<file path="src/rtl/pc_fetch_unit.sv">
// pc_fetch_unit: program counter and single-outstanding instruction fetch
// sequencer. Fetches one word over req/ack, buffers it for decode over
// valid/ready, and applies jr/jump/branch redirects when decode consumes it.
module pc_fetch_unit #(
  parameter logic [31:0] RESET_PC = 32'h0000_3000
) (
  input  logic        clk,
  input  logic        rst_n,
  output logic        imem_req,
  output logic [31:0] imem_addr,
  input  logic        imem_ack,
  input  logic [31:0] imem_rdata,
  output logic        if_valid,
  output logic [31:0] if_instr,
  output logic [31:0] if_pc,
  output logic [31:0] if_pc4,
  input  logic        id_ready,
  input  logic        jr_en,
  input  logic [31:0] jr_target,
  input  logic        jump_en,
  input  logic [31:0] jump_target,
  input  logic        branch_en,
  input  logic [31:0] branch_target,
  input  logic        halt,
  output logic        halted,
  output logic        addr_err
);

  typedef enum logic [1:0] {FETCH, DELIVER, HALTED} state_t;

  state_t      state;
  logic [31:0] pc;
  logic [31:0] target;

  // Redirect select; in DELIVER pc already holds if_pc+4, so that is the
  // fall-through target.
  always_comb begin
    target = pc;
    if (jr_en)          target = jr_target;
    else if (jump_en)   target = jump_target;
    else if (branch_en) target = branch_target;
  end

  // Fetch/deliver sequencer with registered buffer and sticky error.
  always_ff @(posedge clk) begin
    if (!rst_n) begin
      state    <= FETCH;
      pc       <= RESET_PC;
      if_valid <= 1'b0;
      if_instr <= '0;
      if_pc    <= '0;
      if_pc4   <= 32'd4;
      addr_err <= 1'b0;
    end else begin
      case (state)
        FETCH: begin
          if (imem_ack) begin
            if_instr <= imem_rdata;
            if_pc    <= pc;
            if_pc4   <= pc + 32'd4;
            if_valid <= 1'b1;
            pc       <= pc + 32'd4;
            state    <= DELIVER;
          end
        end
        DELIVER: begin
          if (id_ready) begin
            if_valid <= 1'b0;
            pc       <= target;
            if (target[1:0] != 2'b00) begin
              addr_err <= 1'b1;
              state    <= HALTED;
            end else if (halt) begin
              state    <= HALTED;
            end else begin
              state    <= FETCH;
            end
          end
        end
        HALTED: ;
        default: state <= FETCH;
      endcase
    end
  end

  assign imem_req  = (state == FETCH);
  assign imem_addr = pc;
  assign halted    = (state == HALTED);

endmodule
</file>
<file path="config.mk">
export PLATFORM = sky130hd
export DESIGN_NAME = pc_fetch_unit
export DESIGN_NICKNAME = d
export VERILOG_FILES = /design/src/rtl/pc_fetch_unit.sv
export SDC_FILE = /design/constraint.sdc
export NUM_CORES = 1
export LEC_CHECK = 0
export CAP_MARGIN = 15
export CORE_MARGIN = 1
export CORE_UTILIZATION = 39
export CTS_CLUSTER_SIZE = 25
export DETAILED_ROUTE_END_ITERATION = 8
export GPL_TIMING_DRIVEN = 0
export PLACE_DENSITY = 0.86
export RECOVER_POWER = 100
export SYNTH_ARGS = -nofsm -noshare
export SYNTH_HDL_FRONTEND = slang
export SYNTH_SLANG_ARGS = --single-unit
</file>
<file path="constraint.sdc">
create_clock -name clk -period 2.05 [get_ports clk]
set_input_delay 0.205 -clock clk [delete_from_list [all_inputs] [get_ports clk]]
set_output_delay 0.205 -clock clk [all_outputs]
set_load 0.01 [all_outputs]
</file>
==> results by group <==
Run status
  – Outcome: finished with violations
  – Failing checks: setup timing

Logic synthesis
  – Synthesized area: 6260 um^2
  – Seq cells post-synth: 130
  – Synthesized Nets: 960
  – Avg Inst Size Synth: 7.61 um^2
  – Post-synthesis async set-or-reset flop share: 0
  – Syn Inst Count: 823
  – Share of the yosys chip area belonging to registers: 0.416
  – Warnings from Yosys: 0
  – Synth cell types: 54
  – Post-synth EDFFs: 0
  – Synth Flop Type: dfxtp_1

Routing
  – Avg WL per Cell: 20.2 um
  – Post-DRT Antenna Nets: 0
  – DR pass1 iterations: 6
  – WL final: 27100 um
  – Via count: 7718
  – Drt via density: 5.76
  – # DRC: 0
  – DR iter-0 viols: 925

Clock network
  – Htree depth: 4
  – CTS tree: done
  – Clock Latency Late Sink: 0.43 ns
  – Clock sink count: 130
  – Root buf cell: clkbuf_16
  – Post-CTS Hold Buffers: 0
  – CTS Buf Count: 17
  – Clock Pin Slew Worst Setup and Hold Paths: 0.06 ns
  – Clk buf depth: 2

STA
  – Setup tns final: -0.127 ns
  – Top achievable clock speed: 473 MHz
  – Unrepaired setup endpoints after global routing: true
  – Pins Over Slew Limit: 0
  – Slew headroom: 0.435
  – Final hold vios: 0
  – Worst-Margin Slew: 0.847 ns
  – WHS: 0.325 ns
  – Setup Skew: 0.0135 ns
  – Final setup fails: 6
  – Tcrit/Tclk final: 1.03
  – Final worst slack: -0.0650 ns
  – Final Critical Period: 2.12 ns

Hold path
  – Worst hold path type: in -> reg

Power
  – Portion of total power attributed to sequential cells: 0.383
  – Combinational power share: 0.215
  – PwrDens: 744 nW/um^2
  – Clock share of power: 0.402
  – Sw Ratio: 0.297
  – Psw: 2190 uW
  – Worst vdd ir: 589 uV
  – Internal power: 5200 uW
  – P_leak: 0.00388 uW

Worst setup path
  – CP Capture Type: flop
  – Req. time, crit path: 2.37 ns
  – Crit-path max FO: 10
  – Crit path arrival time: 2.43 ns
  – Critical path class: reg -> reg
  – CP Launch Type: flop

Final layout
  – Fin nets: 1252
  – Fraction of layout cells with a size suffix above 1: 0.0869
  – Area grow syn2layout: 58.6%
  – Ant. Diodes: 0

GRT
  – Global route overflow: 0
  – Via count of the first global-routing pass: 7122
  – First-pass GRT wire length: 40000 um
  – Largest net degree at the start of global routing: 17
  – Initial antenna violation count: 0
  – GRT Util Overall: 0.324

Placed design
  – Hpwl dp: 20100 um
  – Pre-CTS setup slack: -0.661 ns
  – Placer congestion estimate: 0.971
  – PortBufs: 264

Floorplanning
  – Ports: 268
  – Core box area: 15400 um^2
  – Chip height: 129 um
  – Die Span X: 129 um
  – Num rows: 45
  – Die area: 16600 um^2
  – Initial Util: 0.406

Run
  – Maxcap violations: 0
## metrics by stage
stage          instance area, um^2  power (uW)   util  instances
2_1_floorplan                 6270        3550      -        823
3_3_place_gp                  9170        4440  0.595       1298
3_5_place_dp                  9170        4470  0.595       1298
4_1_cts                       9830        7410  0.637       1332
5_1_grt                       9930        7640  0.644       1339
6_report                      9930        7390  0.644       1339
## registers in the layout, summed over array words and instances (netlist names)
| signal | flops |
|---|---|
| if_instr | 32 |
| if_pc | 32 |
| imem_addr | 32 |
| if_pc4 | 30 |
| state | 2 |
| addr_err | 1 |
| if_valid | 1 |
## cell usage after synthesis, types with 5 or more instances
cell,instances,area [um^2]
and2_1,5,31.3
a31oi_1,14,87.6
a21oi_1,101,505
a211oi_1,14,105
clkbuf_1,61,229
nor3_1,13,65.1
and3_1,8,50.1
nand3_1,20,100
o21ai_0,63,315
nand2_1,167,627
mux2i_1,5,50.1
nand4_1,14,87.6
buf_2,14,70.1
o211ai_1,5,37.5
dfxtp_1,130,2600
xor2_1,16,140
a221oi_1,17,149
xnor2_1,11,96.3
a22oi_1,17,128
nor2b_1,6,37.5
nor2_1,52,195
inv_1,5,18.8
## logic make-up (layout without fill, tap and decap cells)
logic type | after synthesis | after routing | share of synthesized area
simple gates | 314 | 314 | 0.230
compound gates | 257 | 257 | 0.247
flops | 130 | 130 | 0.416
buf+inv | 87 | 392 | 0.0564
xor+xnor | 27 | 27 | 0.0378
mux | 7 | 7 | 0.0116
fa+ha+maj | 1 | 1 | 0.00200
## power by group through the flow
stage | clock [uW] | combinational (uW) | sequential, uW
after CTS | 2980 | 1600 | 2830
final | 2970 | 1590 | 2830
after global placement | 0 | 1560 | 2880
after global routing | 3100 | 1690 | 2850
after detailed placement | 0 | 1590 | 2880
after floorplan | 0 | 618 | 2930
## critical path: stages, from the launching register on
cell and delay, ns:
dfxtp_1 0.33, clkbuf_2 0.24, nand3_4 0.15, nor3_2 0.40
buf_4 0.26, nand3_1 0.16, xor2_1 0.18, a211oi_1 0.27
## metal layers
metal | wire, um | track usage | vias to the layer above
met1 | 10300 | 0.399 | 3553
met3 | 3130 | 0.104 | 119
met2 | 12200 | 0.504 | 534
met5 | 0 | 0 | -
li1 | - | - | 3512
met4 | 1520 | 0.176 | 0
## what timing repair did
action	CTS	global route
gates cloned	0	1
buffers inserted	2	6
gates resized for setup	21	42
hold endpoints to repair	0	0
pin swaps	2	3
endpoints found under the setup margin	100	101
## final cells by class
cell class	instances	area, um^2
multi-input cells	606	3380
fillers	1344	5500
flip-flops and latches	130	2610
clock buffers	19	433
inverters	6	22.5
well taps	211	264
plain buffers	81	364
clock inverters	13	138
repair buffers	273	2710
## placed cells by master, fill, tap and decap left out, types with 13 or more instances in the layout
cell type / netlist / routed
nor2_1: 52 / 50
xor2_1: 16 / 16
dlygate4sd3_1: 0 / 131
a221oi_1: 17 / 17
a22oi_1: 17 / 17
buf_2: 14 / 13
clkbuf_16: 0 / 17
a21oi_1: 101 / 101
o21ai_0: 63 / 63
nand3_1: 20 / 18
nand4_1: 14 / 14
clkdlybuf4s50_1: 0 / 133
clkbuf_1: 61 / 41
clkbuf_2: 1 / 18
a211oi_1: 14 / 14
dfxtp_1: 130 / 127
nand2_1: 167 / 166
a31oi_1: 14 / 14
## final timing paths
path	cells past startpoint	startpoint	slack, ns	end
worst min register to register	2	if_pc[29]	0.45	if_pc[29]
worst min-delay path	3	imem_rdata[22]	0.32	if_instr[22]
worst max-delay path	7	imem_addr[7]	-0.07	if_pc4[19]
worst max register to register	7	imem_addr[7]	-0.07	if_pc4[19]
No activity file was read; power rests on OpenSTA's default activity.
